**src/rtl/queue_calc_ring_pkg.sv**
```systemverilog
// Shared constants for the queue-machine calculator: command opcodes,
// sticky error codes and the count-width helper.
package queue_calc_pkg;

    localparam logic [2:0] OP_PUSH = 3'd0;
    localparam logic [2:0] OP_POP  = 3'd1;
    localparam logic [2:0] OP_ADD  = 3'd2;
    localparam logic [2:0] OP_MUL  = 3'd3;
    localparam logic [2:0] OP_SUB  = 3'd4;
    localparam logic [2:0] OP_DIV  = 3'd5;
    localparam logic [2:0] OP_MOD  = 3'd6;
    localparam logic [2:0] OP_CLR  = 3'd7;

    localparam logic [1:0] ERR_NONE = 2'd0;
    localparam logic [1:0] ERR_UNF  = 2'd1;
    localparam logic [1:0] ERR_OVF  = 2'd2;
    localparam logic [1:0] ERR_DIVZ = 2'd3;

    // Bits needed to hold an entry count from 0 up to and including depth.
    function automatic int cnt_width(input int depth);
        return $clog2(depth + 1);
    endfunction

endpackage

```
**src/rtl/queue_calc_ring_seq_divider.sv**
```systemverilog
// Restoring unsigned divider, one quotient bit per cycle for WIDTH cycles.
// quotient/remainder are valid in the cycle where done is high.
module seq_divider #(
    parameter int WIDTH = 8
) (
    input  logic             clk,
    input  logic             reset,
    input  logic             start,
    input  logic [WIDTH-1:0] dividend,
    input  logic [WIDTH-1:0] divisor,
    output logic             busy,
    output logic             done,
    output logic [WIDTH-1:0] quotient,
    output logic [WIDTH-1:0] remainder
);

    localparam int CW = $clog2(WIDTH);
    localparam logic [CW-1:0] LAST_STEP = CW'(WIDTH - 1);

    logic             busy_r;
    logic [CW-1:0]    step_r;
    logic [WIDTH-1:0] rem_r;
    logic [WIDTH-1:0] quo_r;
    logic [WIDTH-1:0] dvs_r;

    logic [WIDTH:0]   trial_s;
    logic [WIDTH:0]   diff_s;
    logic             fits_s;
    logic [WIDTH-1:0] rem_next_s;
    logic [WIDTH-1:0] quo_next_s;

    // One restoring step: shift the next dividend bit in and subtract if it fits.
    always_comb begin
        trial_s    = {rem_r, quo_r[WIDTH-1]};
        diff_s     = trial_s - {1'b0, dvs_r};
        fits_s     = (trial_s >= {1'b0, dvs_r});
        quo_next_s = {quo_r[WIDTH-2:0], fits_s};
        if (fits_s) begin
            rem_next_s = diff_s[WIDTH-1:0];
        end else begin
            rem_next_s = trial_s[WIDTH-1:0];
        end
    end

    // Iteration state: load on start, step while busy, drop busy after the last step.
    always_ff @(posedge clk or posedge reset) begin
        if (reset) begin
            busy_r <= 1'b0;
            step_r <= {CW{1'b0}};
            rem_r  <= {WIDTH{1'b0}};
            quo_r  <= {WIDTH{1'b0}};
            dvs_r  <= {WIDTH{1'b0}};
        end else if (start) begin
            busy_r <= 1'b1;
            step_r <= {CW{1'b0}};
            rem_r  <= {WIDTH{1'b0}};
            quo_r  <= dividend;
            dvs_r  <= divisor;
        end else if (busy_r) begin
            rem_r  <= rem_next_s;
            quo_r  <= quo_next_s;
            step_r <= step_r + CW'(1);
            if (step_r == LAST_STEP) begin
                busy_r <= 1'b0;
            end
        end
    end

    assign busy      = busy_r;
    assign done      = busy_r && (step_r == LAST_STEP);
    assign quotient  = quo_next_s;
    assign remainder = rem_next_s;

endmodule

```
**src/rtl/queue_calc_ring.sv**
```systemverilog
// Queue-machine calculator: circular operand buffer with valid/ready command
// handshake, single-cycle ADD/MUL/SUB, iterative DIV/MOD and sticky error code.
module queue_calc_ring
    import queue_calc_pkg::*;
#(
    parameter  int WIDTH = 8,
    parameter  int DEPTH = 8,
    localparam int CNTW  = cnt_width(DEPTH)
) (
    input  logic             clk,
    input  logic             reset,
    input  logic             in_valid,
    output logic             in_ready,
    input  logic [2:0]       op,
    input  logic [WIDTH-1:0] in_data,
    output logic [WIDTH-1:0] head,
    output logic [WIDTH-1:0] tail,
    output logic [CNTW-1:0]  count,
    output logic             empty,
    output logic             full,
    output logic             busy,
    output logic             err,
    output logic [1:0]       err_code,
    input  logic             err_clr
);

    localparam int PW = $clog2(DEPTH);
    localparam logic [PW-1:0]   PTR_ONE  = PW'(1);
    localparam logic [PW-1:0]   PTR_TWO  = PW'(2);
    localparam logic [CNTW-1:0] CNT_ONE  = CNTW'(1);
    localparam logic [CNTW-1:0] CNT_TWO  = CNTW'(2);
    localparam logic [CNTW-1:0] CNT_FULL = CNTW'(DEPTH);

    logic [WIDTH-1:0] mem_r [DEPTH];
    logic [PW-1:0]    head_ptr_r;
    logic [PW-1:0]    tail_ptr_r;
    logic [CNTW-1:0]  count_r;
    logic             err_r;
    logic [1:0]       err_code_r;
    logic             op_is_mod_r;

    logic             accept_s;
    logic             empty_s;
    logic             full_s;
    logic             has_two_s;
    logic [WIDTH-1:0] a_s;
    logic [WIDTH-1:0] b_s;
    logic             new_err_s;
    logic [1:0]       new_code_s;
    logic             do_push_s;
    logic             do_pop_s;
    logic             do_bin_s;
    logic             do_clr_s;
    logic [WIDTH-1:0] bin_res_s;
    logic             mem_we_s;
    logic [WIDTH-1:0] mem_wdata_s;

    logic             div_start_s;
    logic             div_busy_s;
    logic             div_done_s;
    logic [WIDTH-1:0] div_quo_s;
    logic [WIDTH-1:0] div_rem_s;

    assign accept_s  = in_valid && !div_busy_s;
    assign empty_s   = (count_r == {CNTW{1'b0}});
    assign full_s    = (count_r == CNT_FULL);
    assign has_two_s = (count_r >= CNT_TWO);
    assign a_s       = mem_r[head_ptr_r];
    assign b_s       = mem_r[head_ptr_r + PTR_ONE];

    // Command decode: legality checks and the queue action for this edge.
    always_comb begin
        new_err_s   = 1'b0;
        new_code_s  = ERR_NONE;
        do_push_s   = 1'b0;
        do_pop_s    = 1'b0;
        do_bin_s    = 1'b0;
        do_clr_s    = 1'b0;
        bin_res_s   = {WIDTH{1'b0}};
        div_start_s = 1'b0;
        if (accept_s) begin
            case (op)
                OP_PUSH: begin
                    if (full_s) begin
                        new_err_s  = 1'b1;
                        new_code_s = ERR_OVF;
                    end else begin
                        do_push_s  = 1'b1;
                    end
                end
                OP_POP: begin
                    if (empty_s) begin
                        new_err_s  = 1'b1;
                        new_code_s = ERR_UNF;
                    end else begin
                        do_pop_s   = 1'b1;
                    end
                end
                OP_ADD, OP_MUL, OP_SUB: begin
                    if (!has_two_s) begin
                        new_err_s  = 1'b1;
                        new_code_s = ERR_UNF;
                    end else begin
                        do_bin_s = 1'b1;
                        case (op)
                            OP_ADD:  bin_res_s = b_s + a_s;
                            OP_MUL:  bin_res_s = b_s * a_s;
                            default: bin_res_s = b_s - a_s;
                        endcase
                    end
                end
                OP_DIV, OP_MOD: begin
                    if (!has_two_s) begin
                        new_err_s  = 1'b1;
                        new_code_s = ERR_UNF;
                    end else if (a_s == {WIDTH{1'b0}}) begin
                        new_err_s  = 1'b1;
                        new_code_s = ERR_DIVZ;
                    end else begin
                        div_start_s = 1'b1;
                    end
                end
                OP_CLR: begin
                    do_clr_s = 1'b1;
                end
                default: begin
                    do_clr_s = 1'b0;
                end
            endcase
        end else if (div_done_s) begin
            do_bin_s  = 1'b1;
            bin_res_s = op_is_mod_r ? div_rem_s : div_quo_s;
        end else begin
            do_bin_s  = 1'b0;
        end
    end

    assign mem_we_s    = do_push_s || do_bin_s;
    assign mem_wdata_s = do_push_s ? in_data : bin_res_s;

    // Ring storage; contents are don't-care after reset so it carries no reset.
    always_ff @(posedge clk) begin
        if (mem_we_s) begin
            mem_r[tail_ptr_r] <= mem_wdata_s;
        end
    end

    // Pointers and occupancy; binary results pop two then push one.
    always_ff @(posedge clk or posedge reset) begin
        if (reset) begin
            head_ptr_r <= {PW{1'b0}};
            tail_ptr_r <= {PW{1'b0}};
            count_r    <= {CNTW{1'b0}};
        end else if (do_clr_s) begin
            head_ptr_r <= {PW{1'b0}};
            tail_ptr_r <= {PW{1'b0}};
            count_r    <= {CNTW{1'b0}};
        end else if (do_push_s) begin
            tail_ptr_r <= tail_ptr_r + PTR_ONE;
            count_r    <= count_r + CNT_ONE;
        end else if (do_pop_s) begin
            head_ptr_r <= head_ptr_r + PTR_ONE;
            count_r    <= count_r - CNT_ONE;
        end else if (do_bin_s) begin
            head_ptr_r <= head_ptr_r + PTR_TWO;
            tail_ptr_r <= tail_ptr_r + PTR_ONE;
            count_r    <= count_r - CNT_ONE;
        end
    end

    // Remember whether the running division should deliver quotient or remainder.
    always_ff @(posedge clk or posedge reset) begin
        if (reset) begin
            op_is_mod_r <= 1'b0;
        end else if (div_start_s) begin
            op_is_mod_r <= (op == OP_MOD);
        end
    end

    // Sticky error: first code is kept; a clear on the same edge as a new error yields the new one.
    always_ff @(posedge clk or posedge reset) begin
        if (reset) begin
            err_r      <= 1'b0;
            err_code_r <= ERR_NONE;
        end else if (new_err_s && (!err_r || err_clr)) begin
            err_r      <= 1'b1;
            err_code_r <= new_code_s;
        end else if (err_clr && !new_err_s) begin
            err_r      <= 1'b0;
            err_code_r <= ERR_NONE;
        end
    end

    seq_divider #(
        .WIDTH(WIDTH)
    ) u_div (
        .clk      (clk),
        .reset    (reset),
        .start    (div_start_s),
        .dividend (b_s),
        .divisor  (a_s),
        .busy     (div_busy_s),
        .done     (div_done_s),
        .quotient (div_quo_s),
        .remainder(div_rem_s)
    );

    assign head     = empty_s ? {WIDTH{1'b0}} : a_s;
    assign tail     = empty_s ? {WIDTH{1'b0}} : mem_r[tail_ptr_r - PTR_ONE];
    assign count    = count_r;
    assign empty    = empty_s;
    assign full     = full_s;
    assign busy     = div_busy_s;
    assign in_ready = !div_busy_s;
    assign err      = err_r;
    assign err_code = err_code_r;

endmodule

```
**config.mk**
```make
export PLATFORM = sky130hd
export DESIGN_NAME = queue_calc_ring
export DESIGN_NICKNAME = d
export VERILOG_FILES = /design/src/rtl/queue_calc_ring_pkg.sv /design/src/rtl/queue_calc_ring_seq_divider.sv /design/src/rtl/queue_calc_ring.sv
export SDC_FILE = /design/constraint.sdc
export NUM_CORES = 1
export LEC_CHECK = 0
export ABC_CLOCK_PERIOD_IN_PS = 5200
export BUFFER_PORTS_ARGS = -buffer_cell sky130_fd_sc_hd__buf_4
export CORE_MARGIN = 2
export CORE_UTILIZATION = 56
export CTS_CLUSTER_SIZE = 12
export DETAILED_ROUTE_END_ITERATION = 6
export PLACE_DENSITY = 0.75
export SLEW_MARGIN = 20
export SYNTH_ARGS = -nofsm -noshare
export SYNTH_HDL_FRONTEND = slang
export SYNTH_SLANG_ARGS = --single-unit
```
**constraint.sdc**
```tcl
create_clock -name clk -period 5.2 [get_ports clk]
set_input_delay 0.52 -clock clk [delete_from_list [all_inputs] [get_ports clk]]
set_output_delay 0.52 -clock clk [all_outputs]
set_load 0.02 [all_outputs]
```
# --- Word-level counts from Yosys, hierarchy flattened ---
# Memories as Yosys holds them, arrays and structs flattened.
# Cells that the tools add are included.
# Widths: inputs -> output; s select.
totals:
  reg_bits: 42
  latchBits: 0
  ram_bits: 64
  mem_bits_ro: 0
  in_bits: 15
  output_inout_bits: 27
  elab_cells: 124
  memories: 1
op_classes:
  n_addsub: 10
  n_mul: 1
  div: 0
  magnitude_cmp: 2
  n_eq_ne: 11
  n_shift: 0
  n_mux: 67
  bitwise_logic: 0
  n_reduce_logical: 21
memory_table:
  columns: ["name", "words", "word_bits", "read_ports", "rd_ports_with_merged_regs", "write_ports", "line", "rtl"]
  rows:
  - ["mem_r", 8, 8, 3, 0, 1, "queue_calc_ring.sv:34", "logic [WIDTH-1:0] mem_r [DEPTH];"]
op_table:
  columns: ["cell", "count"]
  rows:
  - ["$mux 8", 13]
  - ["$mux 1", 31]
  - ["$mux 3", 10]
  - ["$mux 4", 4]
  - ["$pmux 8 s2", 1]
  - ["$sub 8x8->8", 2]
  - ["$eq 3x3->1 const B", 5]
  - ["$mux 2", 6]
  - ["$add 3x1->3 const B", 3]
  - ["$ge 9x8->1", 1]
  - ["$add 8x8->8", 1]
  - ["$logic_not 8->1", 1]
  - ["$mul 8x8->8", 1]
  - ["$pmux 2 s4", 1]
  - ["$eq 3x2->1 const B", 2]
  - ["$reduce_bool 3->1", 2]
  - ["$add 4x1->4 const B", 1]
  - ["$eq 4x4->1 const B", 1]
  - ["$ge 4x2->1 const B", 1]
  - ["$logic_and 1x1->1", 4]
  - ["$logic_not 4->1", 1]
  - ["$pmux 1 s4", 1]
  - ["$reduce_and 2->1", 2]
  - ["$reduce_bool 2->1", 2]
  - ["12 further kinds", 15]

# --- Depth between registers and ports, before layout ---
# An unclocked memory read counts as a cell.
logic_depth:
  ltp_word: 10
  depth_mapped: 23

# --- By module ---
# A second synthesis with hierarchy kept.
hier_totals:
  hier_cells: 726
  hier_area_um2: 8152.8
by_module_without_submodules:
  columns: ["mod", "instances", "cells_per_inst", "area_per_inst_um2"]
  rows:
  - ["queue_calc_ring", 1, 528, 6323.6]
  - ["seq_divider", 1, 198, 1829.3]

# --- Worst setup path after synthesis ---
# OpenSTA, ideal clock, no wires.
synth_timing:
  path_kind: "register to register"
  start: "reg head_ptr_r[0]"
  end: "mem mem_r[0][7], data pin"
  arrival_time_ns: 5.280
  required_ns: 4.927
  path_slack_ns: -0.354
  path_stages_with_launch: 22
  path_buffers: 2
  period_less_slack_ns: 5.554
  path_cell_list: "dfrtp_1 ha_1 buf_6 buf_4 mux4_2 mux2i_1 nor2_1 ha_1 fa_1 ha_1 inv_1 fa_1 inv_1 fa_1 a21o_1 a21oi_1 xnor2_1 xnor2_1 xnor2_1 xnor2_1 mux2i_1 a21o_1"
synth_via:
  elab_chain_cells: 8
synth_lines:
  columns: ["item", "line", "rtl"]
  rows:
  - ["start: declaration", "queue_calc_ring.sv:35", "logic [PW-1:0] head_ptr_r;"]
  - ["start signal: assignment", "queue_calc_ring.sv:151", "head_ptr_r <= {PW{1'b0}};"]
  - ["start signal: assignment", "queue_calc_ring.sv:155", "head_ptr_r <= {PW{1'b0}};"]
  - ["start signal: assignment", "queue_calc_ring.sv:162", "head_ptr_r <= head_ptr_r + PTR_ONE;"]
  - ["$add 3x1->3", "queue_calc_ring.sv:69", "assign b_s = mem_r[head_ptr_r + PTR_ONE];"]
  - ["$mem_v2 8x8 *", null, null]
  - ["$mul 8x8->8 (tied with other cells)", "queue_calc_ring.sv:107", "OP_MUL: bin_res_s = b_s * a_s;"]
  - ["$pmux 8 s2 *", "queue_calc_ring.sv:105", "case (op)"]
  - ["$mux 8 *", "queue_calc_ring.sv:100", "if (!has_two_s) begin"]
  - ["$mux 8 *", "queue_calc_ring.sv:82", "case (op)"]
  - ["$mux 8 *", "queue_calc_ring.sv:81", "if (accept_s) begin"]
  - ["$mux 8 *", "queue_calc_ring.sv:139", "assign mem_wdata_s = do_push_s ? in_data : bin_res_s;"]
  - ["via mem_wdata_s[7]", "queue_calc_ring.sv:56", "logic [WIDTH-1:0] mem_wdata_s;"]
  - ["end: declaration", "queue_calc_ring.sv:34", null]
# Mark *: on every way through the listed nets, which the timed path passes. The rest lies on a longest branch.

# --- Worst setup path in the final report ---
layout_timing:
  start: "reg head_ptr_r[0]"
  end: "mem mem_r[5][5], data pin"
# Same word-level chain as after synthesis.

==> run_results.csv <==
group,metric,value,unit
drt,vias_per_cell,6.316,
floorplan,die_y,121.4,microns
logic_synthesis,syn_nets,770,
final_layout,syn2layout_area_growth,18.47,%
setup_path,slowest_stage,"mux4_2",
drt,ant_nets,0,
timing,hold_violations,0,
setup_path,critPathArrivalTime,5.28,ns
clock_network,clock_latency,0.36,ns
floorplan,core,13350,sq um
setup_path,ff2ff_setup_slack,-0.01,ns
setup_path,r2r_end,"mem_r[5][5]$_DFFE_PP_",
logic_synthesis,synth_top_area_share,0.2489,
logic_synthesis,yosysUniqueCellTypes,67,
global_routing,grt_pass1_wl,33.18,mm
global_routing,grt_overflow,0,
timing,fin_ws,-0.009528,ns
floorplan,die_x,121.4,microns
floorplan,ios,42,
drt,postRouteWirelength,20.98,mm
timing,max-slew-margin-rel,0.3139,
timing,fmax,192.0,MHz
timing,setup_viol,7,
setup_path,r2r_start,"head_ptr_r[0]$_DFFE_PP0P_",
setup_path,crit_path_frequent_cell,"buf_4",
setup_path,critPathRequiredTime,5.27,ns
final_layout,drive_above_1_share,0.3028,
logic_synthesis,synth_top_area_cell,"edfxtp_1",
setup_path,critPathKind,"reg2reg",
logic_synthesis,ys.flop_type,"edfxtp_1",
place,place_congestion,0.9901,
clock_network,cts_buffers,9,
floorplan,initial_utilization,0.5785,
setup_path,startpoint_type,"flop",
floorplan,die-area,14740,sq um
timing,period_share,1.002,
clock_network,cts_tree,"yes",
setup_path,startpoint,"head_ptr_r[0]$_DFFE_PP0P_",
drt,drt_pass1_iterations,6,
clock_network,root_buffer,"clkbuf_16",
setup_path,critPathBufInv,15,
drt,post_drt_wl_per_cell,21.59,microns
outcome,status,"finished with violations",
timing,fin_tns_setup,-0.02387,ns
final_layout,final_area,9148,sq um
setup_path,worst_setup_path_end_kind,"flop",
clock_network,ctsLongestPathBuffers,2,
clock_network,cts.sinks,106,
logic_synthesis,synth_area,7721,sq um
timing,min_period,5.210,ns
setup_path,reg2reg_depth,27,
setup_path,cpPeakStageDelay,0.55,ns
timing,finalMaxSlewViolations,0,
clock_network,clkTransAtPathRegs,0.07,ns
logic_synthesis,ys_seq_area_frac,0.3850,
place,io_buffers,41,
final_layout,insertedDiodeCount,0,
global_routing,grtUsageTotal,0.2987,
logic_synthesis,synthCells,701,
global_routing,grt_max_degree,43,
timing,rsz0062_at_grt,"yes",
drt,drt_iter0_drc,609,
logic_synthesis,synth-seq-cells,106,
final_layout,stdcell_count,972,
logic_synthesis,yosysMostFrequentCell,"nand2_1",
logic_synthesis,yosysWarnings,0,
job,cap_violations,0,
final_layout,fillers,996,
timing,fin_skew,0.01644,ns
clock_network,cts.htree.levels,3,
global_routing,grt_pass1_vias,6208,
place,place_area,8497,sq um
drt,route.detailed.drc,0,
place,dp.cells,930,
setup_path,crit_path_max_fanout,8,
drt,num_vias,6139,
logic_synthesis,async_reset_ff_frac,0.3962,
logic_synthesis,yosys-top-cells-area,"edfxtp_1 (25%), dfrtp_1 (14%), mux4_2 (13%)",
timing,tightestPinTransition,1.024,ns
logic_synthesis,synth_edf_count,64,
setup_path,critPathTopFamily,"buffers and inverters",
final_layout,final_nets,860,
place,dpl.hpwl,15.23,mm
floorplan,num_rows,42,
min_path,hold_path_class,"in2async",
final_layout,postLayoutCoreUtil,0.6853,
outcome,violations,"setup timing",
logic_synthesis,synth_common_cells,"nand2_1 (80), edfxtp_1 (64), inv_1 (60), nor2_1 (60), mux4_2 (44)",
logic_synthesis,syn_area_per_cell,11.01,sq um
global_routing,antenna_found_initial,0,
registers in the layout, indices dropped and copies added (netlist names):
name and count:
u_div.rem_r 8, count 4, u_div.quo_r 8, head_ptr_r 3, u_div.dvs_r 8, mem_r 64, err_code 2, u_div.step_r 3
op_is_mod_r 1, err 1, tail_ptr_r 3, u_div.busy 1
how the worst max path moves through the flow:
stage	endpoint	slack (ns)	depth (start not counted)
after floorplan	mem_r[0][7]$_DFFE_PP_	0.04	21
after global placement	mem_r[7][7]$_DFFE_PP_	-0.1	20
after detailed placement	mem_r[5][7]$_DFFE_PP_	-0.19	20
after CTS	mem_r[4][7]$_DFFE_PP_	-0.04	22
after global routing	mem_r[0][7]$_DFFE_PP_	-0.21	22
final	mem_r[5][5]$_DFFE_PP_	-0.01	27
through the flow:
step | hold slack [ns] | setup WS, ns
after floorplan | 0.4498 | 0.04024
after global placement | 0.4688 | -0.09992
after detailed placement | 0.4867 | -0.1943
after CTS | 0.4067 | -0.03693
after global routing | 0.4599 | -0.2092
final | 0.3640 | -0.009528
repair_timing:
| action | 4_1_cts | 5_1_grt |
|---|---|---|
| resized for setup | 27 | 24 |
| cloned | 1 | 0 |
| endpoints found under the setup margin | 24 | 32 |
| hold buffers | 0 | 0 |
| setup buffers | 23 | 5 |
| pin swaps | 21 | 13 |
layer usage:
metal | global-route usage | wire (microns) | share of wire
met1 | 0.3923 | 8527 | 0.41
met4 | 0.1228 | 649 | 0.031
met5 | 0 | 0 | 0
met2 | 0.5007 | 10550 | 0.50
met3 | 0.04276 | 1251 | 0.060
final cells by class:
type / instances / area, sq um / area share
multi-input combinational: 502 / 4538 / 0.4961
clock buffer: 12 / 256.5 / 0.02804
sequential: 106 / 2973 / 0.3250
clock inverter: 4 / 48.80 / 0.005334
tap: 176 / 220.2 / 0.02407
inverter: 60 / 225.2 / 0.02462
timing repair buffer: 112 / 885.9 / 0.09684
placed cells by master, fill, tap and decap left out, types with 6 or more instances in the layout:
cell / Yosys / layout
nand3_1: 14 / 14
dfrtp_1: 42 / 42
nor3_1: 8 / 6
a21oi_1: 35 / 31
nand2_2: 0 / 8
inv_2: 0 / 14
edfxtp_1: 64 / 64
o21ai_0: 33 / 32
nor2_1: 60 / 59
nand2b_1: 7 / 7
xnor2_1: 25 / 23
xor2_1: 14 / 13
mux4_2: 44 / 46
clkbuf_16: 0 / 9
fa_1: 15 / 11
nor2b_1: 7 / 7
mux2i_1: 17 / 14
buf_4: 3 / 107
inv_1: 60 / 46
a21o_1: 9 / 8
ha_1: 39 / 33
nand2_1: 80 / 72
cell families (layout without fill, tap and decap cells):
logic type	count (synthesis)	in the layout	share of synthesized area
buffers and inverters	93	188	0.05250
DFF	106	106	0.3850
AOI/OAI and AO/OA	131	131	0.1092
adders and majority gates	54	54	0.1021
and+or+nand+nor	202	202	0.1185
muxes	72	72	0.1770
xor gates and xnor gates	43	43	0.05575
Power is not shown: default switching activity piles up to over one toggle a cycle in this logic, so the estimate is an artifact.
